[src/rtl/pipe_seq_ctrl_pkg.sv]
// Shared constants, IR field helpers and decode bundle for the
// 16-bit five-stage pipeline sequencing/hazard controller.
package pipe_seq_ctrl_pkg;

   localparam logic [4:0] OP_NOP   = 5'b00000;
   localparam logic [4:0] OP_HALT  = 5'b00001;
   localparam logic [4:0] OP_LOAD  = 5'b00010;
   localparam logic [4:0] OP_STORE = 5'b00011;
   localparam logic [4:0] OP_SLL   = 5'b00100;
   localparam logic [4:0] OP_SLA   = 5'b00101;
   localparam logic [4:0] OP_SRL   = 5'b00110;
   localparam logic [4:0] OP_SRA   = 5'b00111;
   localparam logic [4:0] OP_ADD   = 5'b01000;
   localparam logic [4:0] OP_ADDI  = 5'b01001;
   localparam logic [4:0] OP_SUB   = 5'b01010;
   localparam logic [4:0] OP_SUBI  = 5'b01011;
   localparam logic [4:0] OP_CMP   = 5'b01100;
   localparam logic [4:0] OP_AND   = 5'b01101;
   localparam logic [4:0] OP_OR    = 5'b01110;
   localparam logic [4:0] OP_XOR   = 5'b01111;
   localparam logic [4:0] OP_LDIH  = 5'b10000;
   localparam logic [4:0] OP_ADDC  = 5'b10001;
   localparam logic [4:0] OP_SUBC  = 5'b10010;
   localparam logic [4:0] OP_JUMP  = 5'b11000;
   localparam logic [4:0] OP_JMPR  = 5'b11001;
   localparam logic [4:0] OP_BZ    = 5'b11010;
   localparam logic [4:0] OP_BNZ   = 5'b11011;
   localparam logic [4:0] OP_BN    = 5'b11100;
   localparam logic [4:0] OP_BNN   = 5'b11101;
   localparam logic [4:0] OP_BC    = 5'b11110;
   localparam logic [4:0] OP_BNC   = 5'b11111;

   localparam logic [15:0] NOP_IR = 16'h0000;

   localparam logic STATE_EXEC = 1'b1;
   localparam logic STATE_IDLE = 1'b0;

   localparam logic [1:0] FWD_REG = 2'd0;
   localparam logic [1:0] FWD_MEM = 2'd1;
   localparam logic [1:0] FWD_WB  = 2'd2;

   localparam int IR_OP_HI = 15;
   localparam int IR_OP_LO = 11;
   localparam int IR_R1_HI = 10;
   localparam int IR_R1_LO = 8;
   localparam int IR_R2_HI = 6;
   localparam int IR_R2_LO = 4;
   localparam int IR_R3_HI = 2;
   localparam int IR_R3_LO = 0;

   typedef struct packed {
      logic writes_r1;
      logic reads_r1;
      logic reads_r2;
      logic reads_r3;
      logic is_branch;
      logic is_load;
   } dec_t;

   function automatic logic [4:0] ir_op(input logic [15:0] ir);
      return ir[IR_OP_HI:IR_OP_LO];
   endfunction

   function automatic logic [2:0] ir_r1(input logic [15:0] ir);
      return ir[IR_R1_HI:IR_R1_LO];
   endfunction

   function automatic logic [2:0] ir_r2(input logic [15:0] ir);
      return ir[IR_R2_HI:IR_R2_LO];
   endfunction

   function automatic logic [2:0] ir_r3(input logic [15:0] ir);
      return ir[IR_R3_HI:IR_R3_LO];
   endfunction

endpackage

[src/rtl/pipe_seq_ctrl_if.sv]
// Pipeline-facing bundle of the sequencing controller: stage IRs
// and flags in, run state, hazard controls and debug counters out.
interface pipe_seq_ctrl_if #(
   parameter int CNT_W = 16
);
   logic             start;
   logic [15:0]      id_ir;
   logic [15:0]      ex_ir;
   logic [15:0]      mem_ir;
   logic [15:0]      wb_ir;
   logic             zf;
   logic             nf;
   logic             cf;
   logic             state;
   logic             stall;
   logic             flush;
   logic             pc_sel;
   logic [1:0]       fwd_a;
   logic [1:0]       fwd_b;
   logic [CNT_W-1:0] cycle_cnt;
   logic [CNT_W-1:0] instr_cnt;

   modport master (
      output start, id_ir, ex_ir, mem_ir, wb_ir,
      output zf, nf, cf,
      input  state, stall, flush, pc_sel,
      input  fwd_a, fwd_b, cycle_cnt, instr_cnt
   );

   modport slave (
      input  start, id_ir, ex_ir, mem_ir, wb_ir,
      input  zf, nf, cf,
      output state, stall, flush, pc_sel,
      output fwd_a, fwd_b, cycle_cnt, instr_cnt
   );
endinterface

[src/rtl/pipe_seq_ctrl_ir_decode.sv]
// Opcode classifier: register write/read usage, branch and load flags.
module pipe_seq_ctrl_ir_decode
   import pipe_seq_ctrl_pkg::*;
(
   input  logic [4:0] op_i,
   output dec_t       dec_o
);

   always_comb begin
      dec_o = '0;
      unique case (1'b1)
         (op_i == OP_LOAD): begin
            dec_o.writes_r1 = 1'b1;
            dec_o.reads_r2  = 1'b1;
            dec_o.is_load   = 1'b1;
         end
         (op_i == OP_STORE): begin
            dec_o.reads_r1 = 1'b1;
            dec_o.reads_r2 = 1'b1;
         end
         (op_i inside {OP_ADD, OP_ADDC, OP_SUB, OP_SUBC,
                       OP_AND, OP_OR, OP_XOR}): begin
            dec_o.writes_r1 = 1'b1;
            dec_o.reads_r2  = 1'b1;
            dec_o.reads_r3  = 1'b1;
         end
         (op_i == OP_CMP): begin
            dec_o.reads_r2 = 1'b1;
            dec_o.reads_r3 = 1'b1;
         end
         // shift amount sits in the r3 field as an immediate
         (op_i inside {OP_SLL, OP_SLA, OP_SRL, OP_SRA}): begin
            dec_o.writes_r1 = 1'b1;
            dec_o.reads_r2  = 1'b1;
         end
         (op_i inside {OP_ADDI, OP_SUBI, OP_LDIH}): begin
            dec_o.writes_r1 = 1'b1;
         end
         (op_i == OP_JUMP): begin
            dec_o.is_branch = 1'b1;
         end
         (op_i inside {OP_JMPR, OP_BZ, OP_BNZ, OP_BN,
                       OP_BNN, OP_BC, OP_BNC}): begin
            dec_o.is_branch = 1'b1;
            dec_o.reads_r1  = 1'b1;
         end
         default: ;
      endcase
   end

endmodule

[src/rtl/pipe_seq_ctrl.sv]
// Run FSM, load-use stall, branch flush, EX operand forwarding
// and debug counters for the five-stage pipeline.
module pipe_seq_ctrl
   import pipe_seq_ctrl_pkg::*;
#(
   parameter int CNT_W = 16
) (
   input  logic           clock,
   input  logic           reset,
   pipe_seq_ctrl_if.slave bus
);

   localparam logic [1:0] S_IDLE = 2'd0;
   localparam logic [1:0] S_EXEC = 2'd1;
   localparam logic [1:0] S_HALT = 2'd2;

   logic [1:0]       state_q, state_d;
   logic [CNT_W-1:0] cyc_q, cyc_d;
   logic [CNT_W-1:0] ins_q, ins_d;

   dec_t id_dec, ex_dec, mem_dec, wb_dec;

   logic [4:0] id_op, ex_op, mem_op, wb_op;
   logic [2:0] id_r1, id_r2, id_r3;
   logic [2:0] ex_r1, ex_r2, ex_r3;
   logic [2:0] mem_r1, wb_r1;

   assign id_op  = ir_op(bus.id_ir);
   assign ex_op  = ir_op(bus.ex_ir);
   assign mem_op = ir_op(bus.mem_ir);
   assign wb_op  = ir_op(bus.wb_ir);
   assign id_r1  = ir_r1(bus.id_ir);
   assign id_r2  = ir_r2(bus.id_ir);
   assign id_r3  = ir_r3(bus.id_ir);
   assign ex_r1  = ir_r1(bus.ex_ir);
   assign ex_r2  = ir_r2(bus.ex_ir);
   assign ex_r3  = ir_r3(bus.ex_ir);
   assign mem_r1 = ir_r1(bus.mem_ir);
   assign wb_r1  = ir_r1(bus.wb_ir);

   pipe_seq_ctrl_ir_decode u_dec_id (
      .op_i  (id_op),
      .dec_o (id_dec)
   );

   pipe_seq_ctrl_ir_decode u_dec_ex (
      .op_i  (ex_op),
      .dec_o (ex_dec)
   );

   pipe_seq_ctrl_ir_decode u_dec_mem (
      .op_i  (mem_op),
      .dec_o (mem_dec)
   );

   pipe_seq_ctrl_ir_decode u_dec_wb (
      .op_i  (wb_op),
      .dec_o (wb_dec)
   );

   logic exec;
   assign exec = (state_q == S_EXEC);

   always_comb begin
      state_d = state_q;
      unique case (state_q)
         S_IDLE, S_HALT: begin
            if (bus.start) state_d = S_EXEC;
         end
         S_EXEC: begin
            if (wb_op == OP_HALT) state_d = S_HALT;
         end
         default: state_d = S_IDLE;
      endcase
   end

   always_comb begin
      cyc_d = cyc_q;
      ins_d = ins_q;
      if (exec) begin
         cyc_d = cyc_q + CNT_W'(1);
         if (wb_op != OP_NOP) ins_d = ins_q + CNT_W'(1);
      end
   end

   always_ff @(posedge clock) begin
      if (reset) begin
         state_q <= S_IDLE;
         cyc_q   <= '0;
         ins_q   <= '0;
      end else begin
         state_q <= state_d;
         cyc_q   <= cyc_d;
         ins_q   <= ins_d;
      end
   end

   logic taken;
   always_comb begin
      taken = 1'b0;
      unique case (mem_op)
         OP_JUMP, OP_JMPR: taken = 1'b1;
         OP_BZ:            taken = bus.zf;
         OP_BNZ:           taken = ~bus.zf;
         OP_BN:            taken = bus.nf;
         OP_BNN:           taken = ~bus.nf;
         OP_BC:            taken = bus.cf;
         OP_BNC:           taken = ~bus.cf;
         default:          taken = 1'b0;
      endcase
   end

   logic ld_use;
   assign ld_use = ex_dec.is_load &
                   ((id_dec.reads_r1 & (id_r1 == ex_r1)) |
                    (id_dec.reads_r2 & (id_r2 == ex_r1)) |
                    (id_dec.reads_r3 & (id_r3 == ex_r1)));

   // a LOAD in MEM has no data yet, so only ALU results forward from MEM
   logic       mem_fw_ok;
   logic [2:0] src_b;
   logic [1:0] fwd_a_raw, fwd_b_raw;

   assign mem_fw_ok = mem_dec.writes_r1 & ~mem_dec.is_load &
                      ~mem_dec.is_branch;
   assign src_b     = (ex_op == OP_STORE) ? ex_r1 : ex_r3;

   assign fwd_a_raw =
      (mem_fw_ok && mem_r1 == ex_r2)        ? FWD_MEM :
      (wb_dec.writes_r1 && wb_r1 == ex_r2) ? FWD_WB  :
                                             FWD_REG;
   assign fwd_b_raw =
      (mem_fw_ok && mem_r1 == src_b)        ? FWD_MEM :
      (wb_dec.writes_r1 && wb_r1 == src_b) ? FWD_WB  :
                                             FWD_REG;

   assign bus.state     = exec ? STATE_EXEC : STATE_IDLE;
   assign bus.flush     = exec & taken;
   assign bus.pc_sel    = exec & taken;
   assign bus.stall     = exec & ld_use & ~taken;
   assign bus.fwd_a     = exec ? fwd_a_raw : FWD_REG;
   assign bus.fwd_b     = exec ? fwd_b_raw : FWD_REG;
   assign bus.cycle_cnt = cyc_q;
   assign bus.instr_cnt = ins_q;

   logic unused_ok;
   assign unused_ok = ^{bus.id_ir, bus.ex_ir, bus.mem_ir, bus.wb_ir,
                        id_dec, ex_dec, mem_dec, wb_dec};

endmodule

[src/flat_wrapper.sv]
// flat-port wrapper written by rule: the top's interface ports become plain ports
module pipe_seq_ctrl_flat import pipe_seq_ctrl_pkg::*;
#(
   parameter int CNT_W = 16
)
  (clock, reset, bus_start, bus_id_ir, bus_ex_ir, bus_mem_ir, bus_wb_ir, bus_zf, bus_nf, bus_cf, bus_state, bus_stall, bus_flush, bus_pc_sel, bus_fwd_a, bus_fwd_b, bus_cycle_cnt, bus_instr_cnt);
  pipe_seq_ctrl_if #(.CNT_W(CNT_W)) bus_i ();
  input  logic clock;
  input  logic reset;
  input wire logic [$bits(bus_i.start)-1:0] bus_start;
  input wire logic [$bits(bus_i.id_ir)-1:0] bus_id_ir;
  input wire logic [$bits(bus_i.ex_ir)-1:0] bus_ex_ir;
  input wire logic [$bits(bus_i.mem_ir)-1:0] bus_mem_ir;
  input wire logic [$bits(bus_i.wb_ir)-1:0] bus_wb_ir;
  input wire logic [$bits(bus_i.zf)-1:0] bus_zf;
  input wire logic [$bits(bus_i.nf)-1:0] bus_nf;
  input wire logic [$bits(bus_i.cf)-1:0] bus_cf;
  output wire logic [$bits(bus_i.state)-1:0] bus_state;
  output wire logic [$bits(bus_i.stall)-1:0] bus_stall;
  output wire logic [$bits(bus_i.flush)-1:0] bus_flush;
  output wire logic [$bits(bus_i.pc_sel)-1:0] bus_pc_sel;
  output wire logic [$bits(bus_i.fwd_a)-1:0] bus_fwd_a;
  output wire logic [$bits(bus_i.fwd_b)-1:0] bus_fwd_b;
  output wire logic [$bits(bus_i.cycle_cnt)-1:0] bus_cycle_cnt;
  output wire logic [$bits(bus_i.instr_cnt)-1:0] bus_instr_cnt;
  assign bus_i.start = bus_start;
  assign bus_i.id_ir = bus_id_ir;
  assign bus_i.ex_ir = bus_ex_ir;
  assign bus_i.mem_ir = bus_mem_ir;
  assign bus_i.wb_ir = bus_wb_ir;
  assign bus_i.zf = bus_zf;
  assign bus_i.nf = bus_nf;
  assign bus_i.cf = bus_cf;
  assign bus_state = bus_i.state;
  assign bus_stall = bus_i.stall;
  assign bus_flush = bus_i.flush;
  assign bus_pc_sel = bus_i.pc_sel;
  assign bus_fwd_a = bus_i.fwd_a;
  assign bus_fwd_b = bus_i.fwd_b;
  assign bus_cycle_cnt = bus_i.cycle_cnt;
  assign bus_instr_cnt = bus_i.instr_cnt;
  pipe_seq_ctrl #(.CNT_W(CNT_W)) u_core (.clock(clock), .reset(reset), .bus(bus_i));
endmodule
[config.mk]
export PLATFORM = sky130hd
export DESIGN_NAME = pipe_seq_ctrl_flat
export DESIGN_NICKNAME = d
export VERILOG_FILES = /design/src/rtl/pipe_seq_ctrl_pkg.sv /design/src/rtl/pipe_seq_ctrl_if.sv /design/src/rtl/pipe_seq_ctrl_ir_decode.sv /design/src/rtl/pipe_seq_ctrl.sv /design/src/flat_wrapper.sv
export SDC_FILE = /design/constraint.sdc
export NUM_CORES = 1
export LEC_CHECK = 0
export ABC_AREA = 1
export CAP_MARGIN = 20
export CORE_MARGIN = 8
export CORE_UTILIZATION = 36
export DETAILED_ROUTE_END_ITERATION = 10
export PLACE_DENSITY = 0.77
export SYNTH_ARGS = -nofsm -noshare
export SYNTH_HDL_FRONTEND = slang
export SYNTH_HIERARCHICAL = 1
export SYNTH_SLANG_ARGS = --single-unit
[constraint.sdc]
create_clock -name clock -period 2.6 [get_ports clock]
set_input_delay 0.26 -clock clock [delete_from_list [all_inputs] [get_ports clock]]
set_output_delay 0.26 -clock clock [all_outputs]
set_load 0.02 [all_outputs]
==> results of run 1 <==
[cell usage in the layout (no fill, tap or decap), types with 11 or more instances in the layout]
| cell | count |
|---|---|
| nor2_1 | 57 |
| nand2_1 | 120 |
| o21ai_0 | 14 |
| buf_4 | 11 |
| inv_1 | 75 |
| clkdlybuf4s50_1 | 84 |
| nor3_1 | 13 |
| a21oi_1 | 20 |
| nand4_1 | 11 |
| nand3_1 | 37 |
| dfxtp_1 | 34 |
[per-stage QoR]
stage	hold slack [ns]	cell area [um2]
global placement	0.469	3730
detailed placement	0.472	3730
CTS	0.486	3820
floorplan	0.407	2680
finish	0.487	3820
global route	0.520	3820
[what timing repair did]
action                                  in CTS  in global routing
hold buffers                                 0                  0
gates cloned                                 0                  0
endpoints found under the setup margin       4                  2
resized for setup                            4                  4
pin swaps                                    0                  0
[worst register-to-register path, delay by kind of cell, from the launching register on]
family,cells,cell delay (ns)
flip-flops,1,0.40
AND/OR/NAND/NOR,9,0.94
adder cells (fa/ha/maj),1,0.19
[registers in the layout, summed over array words and instances, names as in the netlist]
name / count
u_core/bus.cycle_cnt: 16
u_core/bus.instr_cnt: 16
u_core/state_q: 2
[final timing paths]
| kind | from | to | slack, ns | cells after the start |
|---|---|---|---|---|
| worst max register to register | u_core/bus.cycle_cnt[0] | u_core/bus.cycle_cnt[14] | 0.96 | 10 |
| worst max-delay path | bus_mem_ir[11] | bus_fwd_b[1] | 0.19 | 17 |
| worst min register to register | u_core/bus.cycle_cnt[13] | u_core/bus.cycle_cnt[13] | 0.49 | 2 |
| worst min-delay path | u_core/bus.cycle_cnt[13] | u_core/bus.cycle_cnt[13] | 0.49 | 2 |
[power breakdown]
| group | internal, mW | total (mW) | switching [mW] |
|---|---|---|---|
| clock | 0.214 | 0.401 | 0.187 |
| sequential | 0.528 | 0.538 | 0.00958 |
| combinational | 0.147 | 0.304 | 0.157 |
| total | 0.889 | 1.24 | 0.354 |
[layout make-up]
type | instances | share of cell area
multi-input combinational | 334 | 0.436
timing repair buffer | 100 | 0.253
sequential | 34 | 0.178
inverter | 78 | 0.0766
tap | 99 | 0.0324
clock buffer | 7 | 0.0226
clock inverter | 1 | 0.00131
[layer usage]
layer / track usage / up-vias
met2: 0.273 / 89
met5: 0 / -
li1: - / 1621
met4: 0.0339 / 0
met3: 0.0593 / 6
met1: 0.161 / 1380
==> results.md, run 1 <==
* Status: completed
* Clock root buffer: clkbuf_8
* Initial antenna violation count at 0
* DR top layer: met4
* Max VDD drop at about 0.16 mV
* Hold crit path type: reg2reg
* Wl on met1 at 3.11 mm
* Setup crit start kind: input pin
* Final net count at 625
* Gr usage total at 0.151
* Routed WL at 7.65 mm
* Worst-case clock buffer depth at 2
* RSZ-0062 raised after global routing: no
* Drt pass-1 iters at 4
* Largest net degree at the start of global routing at 22
* Final Core Density at 0.529
* Met2 wirelength from detailed routing at 3.80 mm
* Pwr Total at 1.24 mW
* Tcrit/Tclk final at 0.926
* Critical path's top delay family: buffers and inverters
* Tmin final at 2.41 ns
* Final setup violating endpoints at 0
* Detailed placement HPWL at 6.36 mm
* Clk_lat worst skew at between 0.2 and 0.3 ns
* Post-Layout Cell Count at 653
* Max_slew headroom at 0.724
* Fin Clk Skew at 0.00481 ns
* Core Area at 7210 um2
* GRT overflow at 0
* Area of the multi-input gates at between 1500 and 2000 um2
* Antenna cells at 0
* Post-route setup slack at slightly below 0.2 ns
* Largest stage delay, worst path at 0.48 ns
* Avg Inst Size Synth at 5.91 um2
* Crit path DAT at 2.15 ns
* Max Cap Viol at 0
* Final Max Slew Viols at 0
* Via count at 3096
* Die area at 10400 um2
* # fillers at 705
* Clk slew on worst S/H paths at 0.07 ns
* Io pins at 110
* Slowest cell on the critical path: clkdlybuf4s50_1
* Reg area at 681 um2
* Rows at 31
* Post-DRT Antenna Nets at 0
* Post-CTS Setup Bufs at 0
* Vias in the first global route at just under 3000
* IO buf count at 89
* Worst slew pin tran at 0.414 ns
* GP Congestion at 0.895
* Critical path class: in2out
* Die H at 102 um
* Max Freq at 415 MHz
* Cell count after synthesis at about 450
* DR iter-0 viols at 142
* Pwr/cell area at 325 nW/um2
* Inst Count DP at ~650
* CP required at around 2.3 ns
* Crit end category: output pin
* Synthesized area at 2680 um2
* Total Neg Setup Slack at 0 ns
* Setup Slack @ Placement at -0.125 ns
* Starting density of the core at 0.371
* Die Wd at just over 100 um
* CTS H-tree lvls at 2
* Hold Vio Cnt, Final at 0
* CP cell instances: clkdlybuf4s50_1 -> inv_1 -> nand2_1 -> nand2_2 -> nor2_4 -> nor2_1 -> nand3_2 -> inv_1 -> nor2_1 -> nand2_1 -> inv_1 -> nand2_1 -> inv_1 -> nand2_1 -> nor2_1 -> nor2_1 -> dlygate4sd2_1
* DRC viols at 0
* CTS tree: done
* Routed length on met3 at 681 um
* Wire per inst at 11.7 um
* Synthesis Warnings at 6
* Mapped Nets at approximately 530
* Ratio of cells with drive above 1 in the final layout at 0.0903
* First-pass GRT wire length at 12.9 mm
* TritonCTS buffer count at 5
* Leak pwr at roughly 1.7 nW
* Clk sinks at 34
* Syn-to-layout area delta at 42.7%
* WP buf/inv at 6
* Vias per std cell at about 4.7
* Crit path max fanout at 4
Power figures use the tool's default switching activity.
==> inputs of run 2 (changes only) <==
--- a/config.mk
+++ b/config.mk
@@ -11,6 +11,7 @@
 export CORE_UTILIZATION = 36
 export DETAILED_ROUTE_END_ITERATION = 10
 export PLACE_DENSITY = 0.77
+export SLEW_MARGIN = 40
 export SYNTH_ARGS = -nofsm -noshare
 export SYNTH_HDL_FRONTEND = slang
 export SYNTH_HIERARCHICAL = 1
==> results of run 2 <==
Final layout, timing and power as in run 1 (identical DEF).
